<file path="src/rtl/franken_mem_arbiter.sv">
// Arbitrates one variable-latency single-port memory between instruction fetch and data ports.
// Data has priority, bounded by a starvation counter; a watchdog aborts accesses that never see mem_ack.
module franken_mem_arbiter #(
   parameter int STARVE_MAX = 4,
   parameter int TIMEOUT    = 255
) (
   input  logic        clk,
   input  logic        reset,
   input  logic        if_req,
   input  logic [31:0] if_addr,
   output logic [31:0] if_rdata,
   output logic        if_valid,
   input  logic        d_req,
   input  logic        d_we,
   input  logic [31:0] d_addr,
   input  logic [31:0] d_wdata,
   input  logic [3:0]  d_be,
   output logic [31:0] d_rdata,
   output logic        d_valid,
   output logic        rbusy,
   output logic        mem_req,
   output logic        mem_we,
   output logic [31:0] mem_addr,
   output logic [31:0] mem_wdata,
   output logic [3:0]  mem_be,
   input  logic [31:0] mem_rdata,
   input  logic        mem_ack,
   output logic        err
);

   localparam int SW = $clog2(STARVE_MAX + 1);
   localparam logic [SW-1:0] STARVE_LIM = SW'(STARVE_MAX);
   localparam logic [7:0]    WD_LIM     = 8'(TIMEOUT);

   typedef enum logic [1:0] {
      IDLE,
      D_WAIT,
      F_WAIT
   } state_t;

   state_t        state, state_nxt;
   logic [SW-1:0] starve_cnt, starve_nxt;
   logic [7:0]    wd_cnt, wd_nxt;

   logic        mem_req_nxt, mem_we_nxt;
   logic [31:0] mem_addr_nxt, mem_wdata_nxt;
   logic [3:0]  mem_be_nxt;
   logic [31:0] if_rdata_nxt, d_rdata_nxt;
   logic        if_valid_nxt, d_valid_nxt, err_nxt;

   logic d_elig, f_elig, fetch_wins;

   // A port whose valid is high is still holding the request it just had served.
   assign d_elig = d_req & ~d_valid;
   assign f_elig = if_req & ~if_valid;
   assign rbusy  = d_elig | f_elig;

   assign fetch_wins = f_elig & (~d_elig | (starve_cnt == STARVE_LIM));

   always_ff @(posedge clk) begin
      if (reset) begin
         state      <= IDLE;
         starve_cnt <= '0;
         wd_cnt     <= '0;
         mem_req    <= 1'b0;
         mem_we     <= 1'b0;
         mem_addr   <= '0;
         mem_wdata  <= '0;
         mem_be     <= '0;
         if_rdata   <= '0;
         d_rdata    <= '0;
         if_valid   <= 1'b0;
         d_valid    <= 1'b0;
         err        <= 1'b0;
      end else begin
         state      <= state_nxt;
         starve_cnt <= starve_nxt;
         wd_cnt     <= wd_nxt;
         mem_req    <= mem_req_nxt;
         mem_we     <= mem_we_nxt;
         mem_addr   <= mem_addr_nxt;
         mem_wdata  <= mem_wdata_nxt;
         mem_be     <= mem_be_nxt;
         if_rdata   <= if_rdata_nxt;
         d_rdata    <= d_rdata_nxt;
         if_valid   <= if_valid_nxt;
         d_valid    <= d_valid_nxt;
         err        <= err_nxt;
      end
   end

   // The IDLE cycle that carries a valid pulse never grants, so a continuously
   // requesting data port keeps competing and the starvation bound governs fetch.
   always_comb begin
      state_nxt     = state;
      starve_nxt    = starve_cnt;
      wd_nxt        = wd_cnt;
      mem_req_nxt   = mem_req;
      mem_we_nxt    = mem_we;
      mem_addr_nxt  = mem_addr;
      mem_wdata_nxt = mem_wdata;
      mem_be_nxt    = mem_be;
      if_rdata_nxt  = if_rdata;
      d_rdata_nxt   = d_rdata;
      if_valid_nxt  = 1'b0;
      d_valid_nxt   = 1'b0;
      err_nxt       = err;

      if (!f_elig) begin
         starve_nxt = '0;
      end

      case (state)
         IDLE: begin
            wd_nxt = '0;
            if (!if_valid && !d_valid && (d_elig || f_elig)) begin
               mem_req_nxt = 1'b1;
               wd_nxt      = 8'd1;
               if (fetch_wins) begin
                  state_nxt     = F_WAIT;
                  starve_nxt    = '0;
                  mem_we_nxt    = 1'b0;
                  mem_addr_nxt  = if_addr;
                  mem_wdata_nxt = '0;
                  mem_be_nxt    = 4'hF;
               end else begin
                  state_nxt     = D_WAIT;
                  mem_we_nxt    = d_we;
                  mem_addr_nxt  = d_addr;
                  mem_wdata_nxt = d_wdata;
                  mem_be_nxt    = d_be;
                  if (f_elig && (starve_cnt != STARVE_LIM)) begin
                     starve_nxt = starve_cnt + SW'(1);
                  end
               end
            end
         end

         D_WAIT, F_WAIT: begin
            if (mem_ack) begin
               state_nxt   = IDLE;
               mem_req_nxt = 1'b0;
               wd_nxt      = '0;
               if (state == F_WAIT) begin
                  if_valid_nxt = 1'b1;
                  if_rdata_nxt = mem_rdata;
               end else begin
                  d_valid_nxt = 1'b1;
                  if (!mem_we) begin
                     d_rdata_nxt = mem_rdata;
                  end
               end
            end else if (wd_cnt == WD_LIM) begin
               state_nxt   = IDLE;
               mem_req_nxt = 1'b0;
               wd_nxt      = '0;
               err_nxt     = 1'b1;
               if (state == F_WAIT) begin
                  if_valid_nxt = 1'b1;
                  if_rdata_nxt = '0;
               end else begin
                  d_valid_nxt = 1'b1;
                  d_rdata_nxt = '0;
               end
            end else begin
               wd_nxt = wd_cnt + 8'd1;
            end
         end

         default: begin
            state_nxt   = IDLE;
            mem_req_nxt = 1'b0;
         end
      endcase
   end

endmodule
</file>
<file path="config.mk">
export PLATFORM = sky130hd
export DESIGN_NAME = franken_mem_arbiter
export DESIGN_NICKNAME = d
export VERILOG_FILES = /design/src/rtl/franken_mem_arbiter.sv
export SDC_FILE = /design/constraint.sdc
export NUM_CORES = 1
export LEC_CHECK = 0
export ABC_AREA = 0
export ABC_CLOCK_PERIOD_IN_PS = 1800
export CAP_MARGIN = 5
export CORE_ASPECT_RATIO = 0.5
export CORE_MARGIN = 5
export CORE_UTILIZATION = 37
export CTS_CLUSTER_SIZE = 30
export DETAILED_ROUTE_END_ITERATION = 10
export GPL_ROUTABILITY_DRIVEN = 0
export PLACE_DENSITY = 0.76
export SYNTH_ARGS = -nofsm -noshare
export SYNTH_HDL_FRONTEND = slang
export SYNTH_SLANG_ARGS = --single-unit
</file>
<file path="constraint.sdc">
create_clock -name clk -period 1.8 [get_ports clk]
set_clock_uncertainty 0.05 [all_clocks]
set_input_delay 0.36 -clock clk [delete_from_list [all_inputs] [get_ports clk]]
set_output_delay 0.36 -clock clk [all_outputs]
set_load 0.03 [all_outputs]
</file>
==> flow_metrics.tcl, run 1 <==
set metrics [dict create \
    leakage_uw 0.00411 \
    critPathMaxFanout 4 \
    reg2reg_slack_ns 0.11 \
    syn_avg_cell_area_um2 9.21 \
    finalNetCount 1052 \
    ys_ff_latch 150 \
    start_kind "primary input" \
    fin_crit_ns 1.73 \
    setup_viol 0 \
    wire_per_inst_um 16.7 \
    vias 5664 \
    cts_tree "built" \
    netlist_area_um2 5760 \
    path_buf_inv 3 \
    cpMaxStageDelayCell "clkdlybuf4s50_1" \
    port_buffers 275 \
    grt_pass1_vias 5626 \
    area_delta_synth_final_pct 64.1 \
    status "complete, no violations" \
    crit_end "rbusy" \
    worstPathCellList "clkdlybuf4s50_1 > nand2b_2 > buf_4 > nand2_1 > buf_4" \
    drv_cap 0 \
    overflow 0 \
    ir_drop_mv 0.673 \
    p_per_area_nw_per_um2 1040 \
    timing.rr.end "d_rdata[30]" \
    clkLatencyLatePin_ns 0.41 \
    clk_path_buf_depth 2 \
    postSynth.asyncResetShare 0 \
    cts-buffers-inserted 17 \
    initial_utilization 0.375 \
    cts_root_buf "clkbuf_16" \
    setup_slack_ns 0.0712 \
    drc 0 \
    period_share 0.960 \
    htree_levels 4 \
    max-slew-margin-rel 0.733 \
    synth_seq_area_share 0.522 \
    cts_sinks 150 \
    yosys_warnings 0 \
    worstPathRequired_ns 1.39 \
    antenna_left 0 \
    maxSlewViolCount 0 \
    hold_class "in2reg" \
    synth_edf_count 0 \
    grt_start_max_net_pins 40 \
    io_pins 276 \
    die_h_um 98.2 \
    fmax_mhz 578 \
    r2r_cells 7 \
    diodes 0 \
    antenna_found_initial 0 \
    syn_nets 769 \
    drt-vias-per-instance 5.04 \
    rows 32 \
    tightest_slew_ns 0.400 \
    die-area_um2 18300 \
    grt_first_pass_wirelength_mm 29.0 \
    path_depth 5 \
    rr_startpoint "state[1]" \
    synth_ff_type "dfxtp_1" \
    track_usage 0.191 \
    firstDrtPassIters 4 \
    worstSetupPathType "in2out" \
    cpMostUsedCell "buf_4" \
    setup_tns_ns 0 \
    die-width_um 186 \
    pre_cts_ws_ns -0.196 \
    crit_family "buffers and inverters" \
    synthCells 625 \
    first_iter_violations 221 \
    core-area_um2 15300 \
    layout-drive-gt1-share 0.100 \
    hold_viol_final 0 \
    whs_ns 0.322 \
    path_clk_slew_ns 0.06 \
    postCtsHoldBufs 0 \
    wirelength_mm 18.7 \
    ys_types 46 \
    crit_path_end_kind "output pin" \
    startpoint "if_req" \
    cp_slowest_stage_delay_ns 0.49 \
    fillers 1317 \
    dp_hpwl_mm 13.6 \
    crit_arrival_ns 1.32 \
]
-- worst reg2reg max path, delay by kind of cell, from the launching register on --
family                     cells  cell delay (ns)
buffers and inverters          3             0.44
AOI/OAI and AO/OA              1             0.18
DFF                            1             0.39
and+or+nand+nor                2             0.28
adders and majority gates      1             0.30
-- what timing repair did --
item,CTS,global route
endpoints found under the setup margin,137,49
pin swaps,0,1
setup buffers,0,1
resized for setup,137,12
cloned,0,3
-- cell usage in the layout (no fill, tap or decap), types with 3 or more instances in the layout --
cell type and instances:
dfxtp_1 148, o21ai_0 31, buf_4 29, a211oi_2 3, ha_1 5, inv_1 7, buf_12 9, dlygate4sd2_1 137
a22o_1 32, a21oi_1 67, mux2i_1 34, nand2_1 73, o21ai_1 4, clkbuf_16 20, clkdlybuf4s50_1 136, xnor2_1 3
nand3_1 35, clkinvlp_4 4, a211oi_1 30, nor3_1 12, xor2_1 3, nor2_1 48
-- Yosys cell counts (2+ instances only) --
library cell  instances  area, um2
dfxtp_1             150       3000
nand2_1              74        278
a21oi_1              67        335
nor2_1               48        180
mux2i_1              35        350
nand3_1              35        175
a211oi_1             33        248
a22o_1               32        280
o21ai_0              31        155
clkbuf_1             28        105
buf_2                20        100
nor3_1               13       65.1
inv_1                 7       26.3
ha_1                  6       75.1
o21ai_1               5       25.0
a31oi_1               3       18.8
xnor2_1               3       26.3
xor2_1                3       26.3
nand2b_1              2       12.5
nand4_1               2       12.5
nand4b_1              2       17.5
nor2b_1               2       12.5
-- logic make-up after synthesis --
kind of cell / count (synthesis) / synth area share
AND/OR/NAND/NOR: 186 / 0.142
XOR/XNOR: 6 / 0.00913
adder cells (fa/ha/maj): 6 / 0.0130
flip-flops: 150 / 0.522
AO/OA/AOI/OAI: 183 / 0.204
buffers and inverters: 59 / 0.0495
multiplexers: 35 / 0.0608
-- stage by stage --
step	utilization	total power, uW	instances	cell area [um2]
after global placement	0.581	6490	1089	8900
after CTS	0.607	9870	1119	9310
after global routing	0.616	10300	1123	9450
after detailed placement	0.581	6540	1089	8900
final	0.616	9820	1123	9450
after floorplan	-	5260	625	5760
-- where the power goes --
part | internal [uW] | switching [uW] | leakage [uW]
registers | 3630 | 153 | 0.00123
clock network | 2100 | 1410 | 0.000274
logic | 1050 | 1470 | 0.00261
total | 6790 | 3030 | 0.00411
-- how the worst min path moves through the flow --
stage	start	endpoint	slack, ns	cells after the start
2_1_floorplan	starve_cnt[2]	starve_cnt[2]	0.42	2
3_3_place_gp	mem_wdata[24]	mem_wdata[24]	0.39	2
3_5_place_dp	mem_wdata[13]	mem_wdata[13]	0.40	2
4_1_cts	reset	if_rdata[22]	0.31	2
5_1_grt	reset	if_rdata[22]	0.32	2
6_report	reset	if_rdata[22]	0.32	2
-- per-layer routing --
metal  global-route usage  vias up  routed length [um]
met4               0.0648        0                 398
met2                0.347      198                9600
met1                0.207     2647                7450
met5                    0        -                   0
li1                     -     2788                   -
met3               0.0714       31                1290
-- cell type report --
| cell class | count | area, um2 | share of cell area |
|---|---|---|---|
| clock buffers | 19 | 453 | 0.0479 |
| clock inverters | 11 | 126 | 0.0134 |
| inverters | 7 | 26.3 | 0.00278 |
| multi-input cells | 416 | 2530 | 0.268 |
| flip-flops and latches | 150 | 3010 | 0.318 |
| well taps | 204 | 255 | 0.0270 |
| repair buffers | 316 | 3050 | 0.323 |
-- state kept, by name, indices dropped and copies added, names as in the netlist, 2 cells and up --
register    flops
d_rdata        32
if_rdata       32
mem_addr       32
mem_wdata      32
wd_cnt          8
mem_be          4
starve_cnt      3
state           2
No activity file was read; power rests on OpenSTA's default activity.
==> inputs of run 2 (changes only) <==
CORE_MARGIN = 3   (was 5)
==> run 2 against run 1 <==
  * Combinational power is 2% lower
  * Sequential share of layout area is 0.25 points higher
  * First-iteration DRC count increased by 56%
  * Die area down 6.1%
  * Count of clock-buffer cells in the layout is the same
  * Fmax is 0.47% lower
  * Worst hold slack worse by 0.065 ns
  * Critical endpoint is now mem_addr[26]
  * Final area is 0.87% lower
  * Largest cell class is now registers
==> flow_metrics.tcl, run 2 (synthesis results as in run 1) <==
set metrics [dict create \
    status "complete, no violations" \
    hold_class "in2reg" \
    p_seq_frac 0.379 \
    htree_levels 4 \
    worstSetupPathType "reg2reg" \
    finalNetCount 1043 \
    grt_start_max_net_pins 62 \
    grt_pass1_vias 5704 \
    track_usage 0.211 \
    maxSlewViolCount 0 \
    r2r_cells 6 \
    whs_ns 0.256 \
    max-slew-margin-rel 0.745 \
    wirelength_mm 18.8 \
    initial_utilization 0.388 \
    power_switching_uw 3020 \
    wire_per_inst_um 17.0 \
    io_pins 276 \
    critPathMaxFanout 21 \
    layout-drive-gt1-share 0.0834 \
    fin_util 0.631 \
    drc 0 \
    rsz0062_at_grt "true" \
    start_kind "register" \
    drv_cap 0 \
    antenna_found_initial 0 \
    overflow 0 \
    die-area_um2 17200 \
    comb_power_share 0.248 \
    antenna_left 0 \
    clkLatencyLatePin_ns 0.41 \
    fmax_mhz 576 \
    postCtsHoldBufs 0 \
    core-area_um2 14900 \
    fin_crit_ns 1.74 \
    cts-buffers-inserted 17 \
    reg2reg_slack_ns 0.06 \
    die-width_um 182 \
    placed_cells 1075 \
    whs_path_depth 2 \
    hp-start "reset" \
    period_share 0.965 \
    drt-vias-per-instance 5.07 \
    ir_drop_mv 0.573 \
    grt_first_pass_wirelength_mm 29.3 \
    vias 5627 \
    port_buffers 275 \
    diodes 0 \
    path_clk_slew_ns 0.06 \
    hold_end "state[0]" \
    tightest_slew_ns 0.383 \
    crit_arrival_ns 1.99 \
    timing.rr.end "mem_addr[26]" \
    p_per_area_nw_per_um2 1060 \
    cts_sinks 150 \
    setup_viol 0 \
    final_cell_mix "dfxtp_1, dlygate4sd2_1, clkdlybuf4s50_1, nand2_1, a21oi_1" \
    rr_startpoint "state[0]" \
    first_iter_violations 344 \
    layout_commonest_cell "dfxtp_1" \
    p_clk_frac 0.373 \
    clk_path_buf_depth 2 \
    leakage_uw 0.00408 \
    p_sw_frac 0.302 \
    dp_hpwl_mm 13.2 \
    worstPathRequired_ns 2.05 \
    crit_path_end_kind "register" \
    cts_tree "built" \
    firstDrtPassIters 5 \
    hold_viol_final 0 \
    area_delta_synth_final_pct 62.7 \
    rows 31 \
    cts_root_buf "clkbuf_16" \
    die_h_um 94.2 \
    final_cells 1109 \
    power.internal_uw 6960 \
]
==> run 2: cell count changes in the layout (fill, tap and decap cells not counted), moves of 2 or more <==
cell and delta:
clkbuf_1 +2, dfxtp_2 -2, clkbuf_8 -2, bufinv_16 +2, buf_4 -8, a211oi_1 +3
a211oi_2 -3, dfxtp_1 +2
==> run 2: layout make-up <==
| cell class | count | area, um2 |
|---|---|---|
| Multi-Input combinational cell | 416 | 2510 |
| Tap cell | 198 | 248 |
| Sequential cell | 150 | 3000 |
| Clock buffer | 19 | 433 |
| Fill cell | 1289 | 5490 |
| Clock inverter | 12 | 179 |
| Inverter | 7 | 26.3 |
| Timing Repair Buffer | 307 | 2970 |
==> run 2: worst max-delay path: stages, from the launching register on <==
cell and delay (ns):
dfxtp_1 0.31, inv_1 0.07, ha_1 0.31, o211a_4 0.27, buf_4 0.26, nor2_1 0.07, a211oi_1 0.29
==> run 2: how the worst max path moves through the flow <==
stage | start | endpoint | slack, ns | depth (start not counted)
final | state[0] | mem_addr[26] | 0.06 | 6
after global placement | d_req | mem_addr[27] | -0.11 | 6
after CTS | if_valid | rbusy | 0.07 | 4
after global routing | state[0] | mem_addr[26] | -0.07 | 6
after detailed placement | d_req | mem_addr[4] | -0.16 | 6
after floorplan | state[0] | mem_req | 0.12 | 6
==> run 2: repair_timing <==
item | CTS | global route
resized for setup | 137 | 5
setup buffers | 0 | 1
endpoints found under the setup margin | 137 | 22
gates cloned | 0 | 2
==> run 2: power by group through the flow <==
| stage | logic, uW | registers, uW | clock network, uW |
|---|---|---|---|
| 6_report | 2470 | 3780 | 3720 |
| 5_1_grt | 2650 | 3820 | 3930 |
| 4_1_cts | 2450 | 3780 | 3780 |
| 3_5_place_dp | 2640 | 3860 | 0 |
| 3_3_place_gp | 2600 | 3850 | 0 |
| 2_1_floorplan | 832 | 4430 | 0 |
==> run 2: stage by stage <==
stage | power (uW) | setup WS [ns] | setup TNS (ns) | cell area, um2
3_5_place_dp | 6500 | -0.162 | -10.18 | 8840
6_report | 9970 | 0.0630 | 0 | 9370
4_1_cts | 10000 | 0.0680 | 0 | 9280
3_3_place_gp | 6450 | -0.114 | -6.80 | 8840
2_1_floorplan | 5260 | 0.120 | 0 | 5760
5_1_grt | 10400 | -0.0669 | -0.0744 | 9370
==> run 2: routing by layer <==
metal / up-vias / global-route usage / routed length [um]
met4: 0 / 0.0728 / 388
met1: 2677 / 0.241 / 7710
met5: - / 0 / 0
met3: 29 / 0.0530 / 957
li1: 2767 / - / -
met2: 154 / 0.386 / 9760
==> inputs of run 3 (changes only) <==
==> constraint.sdc (replaced) <==
create_clock -name clk -period 1.8 [get_ports clk]
set_clock_uncertainty 0.05 [all_clocks]
set_input_delay 0.18 -clock clk [delete_from_list [all_inputs] [get_ports clk]]
set_output_delay 0.18 -clock clk [all_outputs]
set_load 0.03 [all_outputs]
==> run 3 against run 2 <==
  * Sequential power hardly changed
  * Combinational power grew 8%
  * Highest routed layer unchanged
  * Core utilization grew 0.61 points
  * Cell count down 0.45%
  * Count of clock-buffer cells in the layout did not move
  * Fmax grew 0.10%
==> flow_metrics.tcl, run 3 (synthesis results as in run 1) <==
set metrics [dict create \
    io_pins 276 \
    overflow 0 \
    setup_viol 0 \
    fin_util 0.637 \
    fillers 1211 \
    die-width_um 182 \
    finalNetCount 1037 \
    cts_root_buf "clkbuf_16" \
    crit_path_end_kind "output pin" \
    cts_sinks 150 \
    fin_crit_ns 1.74 \
    tightest_slew_ns 0.442 \
    diodes 0 \
    period_share 0.964 \
    firstDrtPassIters 5 \
    rows 31 \
    die_h_um 94.2 \
    layout-drive-gt1-share 0.0795 \
    first_iter_violations 286 \
    grt_use_met2 0.375 \
    fmax_mhz 576 \
    grt_start_max_net_pins 39 \
    antenna_left 0 \
    wire_per_inst_um 16.9 \
    hold_class "in2reg" \
    drc 0 \
    area_delta_synth_final_pct 64.3 \
    final_cell_mix "clkdlybuf4s50_1, dfxtp_1, nand2_1, a21oi_1, nor2_1" \
    crit_arrival_ns 1.51 \
    path_clk_slew_ns 0.06 \
    worstPathCellList "clkdlybuf4s50_1" \
    worstPathRequired_ns 1.57 \
    layout_commonest_cell "clkdlybuf4s50_1" \
    track_usage 0.206 \
    cp_slowest_stage_delay_ns 0.73 \
    antenna_found_initial 0 \
    leakage_uw 0.00347 \
    r2r_cells 7 \
    clk_path_buf_depth 2 \
    vias 5638 \
    htree_levels 4 \
    clkLatencyLatePin_ns 0.41 \
    globalRouteMet3Util 0.0534 \
    dp_hpwl_mm 13.3 \
    initial_utilization 0.388 \
    cts_tree "built" \
    rsz0062_at_grt "false" \
    final_cells 1104 \
    max-slew-margin-rel 0.705 \
    cts-buffers-inserted 17 \
    drv_cap 0 \
    drt-vias-per-instance 5.11 \
    path_buf_inv 1 \
    maxSlewViolCount 0 \
    grt_first_pass_wirelength_mm 28.7 \
    crit_family "buffers and inverters" \
    met1_usage 0.240 \
    critPathMaxFanout 4 \
    core-area_um2 14900 \
    ir_drop_mv 0.635 \
    die-area_um2 17200 \
    top_usage_layer "met2" \
    p_per_area_nw_per_um2 1060 \
    status "complete, no violations" \
    wirelength_mm 18.6 \
    postCtsHoldBufs 0 \
    cpMaxStageDelayCell "clkdlybuf4s50_1" \
    start_kind "register" \
    grt_pass1_vias 5475 \
    whs_path_depth 2 \
    hold_viol_final 0 \
    placed_cells 1070 \
    worstSetupPathType "reg2out" \
    path_depth 1 \
    port_buffers 275 \
]
## run 3: through the flow
step	total power, uW	setup slack [ns]	cell area, um2	hold slack, ns	TNS (ns)
2_1_floorplan	5260	0.120	5760	0.263	0
3_3_place_gp	6440	0.0119	8800	0.391	0
3_5_place_dp	6500	-0.0433	8800	0.399	-0.324
4_1_cts	10100	0.0107	9400	0.121	0
5_1_grt	10400	0.00802	9460	0.135	0
6_report	10000	0.0648	9460	0.138	0
## run 3: worst reg2reg max path: cells and delay by family, from the launching register on
kind,cells,cell delay [ns]
compound gates,2,0.36
flops,1,0.31
buf+inv,2,0.31
mux,1,0.26
fa+ha+maj,1,0.19
simple gates,1,0.10
## run 3: routing by layer
layer,vias up,wire length [um]
met5,-,0
met2,163,9690
met1,2698,7560
met3,29,1010
met4,0,365
li1,2748,-
## run 3: what timing repair did
item | CTS | global route
gates resized for setup | 0 | 5
setup endpoints to repair | 0 | 40
buffers inserted | 0 | 1
## run 3: final cells by class
cell class	count	area (um2)	area share
repair buffers	301	3070	0.325
flip-flops and latches	150	3000	0.317
multi-input cells	416	2510	0.265
clock buffers	19	453	0.0479
well taps	198	248	0.0262
clock inverters	13	148	0.0156
inverters	7	26.3	0.00278
## run 3: worst paths after layout
path | startpoint | end | slack, ns
hold reg to reg | mem_wdata[8] | mem_wdata[8] | 0.41
hold / removal | reset | err | 0.14
setup reg to reg | starve_cnt[0] | mem_addr[18] | 0.08
setup / recovery | d_valid | d_valid | 0.06
## run 3: report_power, final
part | internal, uW | switching [uW] | leakage (uW) | total (uW)
clock | 2130 | 1450 | 0.000283 | 3580
combinational | 1200 | 1470 | 0.00196 | 2660
sequential | 3630 | 163 | 0.00123 | 3790
total | 6960 | 3070 | 0.00347 | 10000
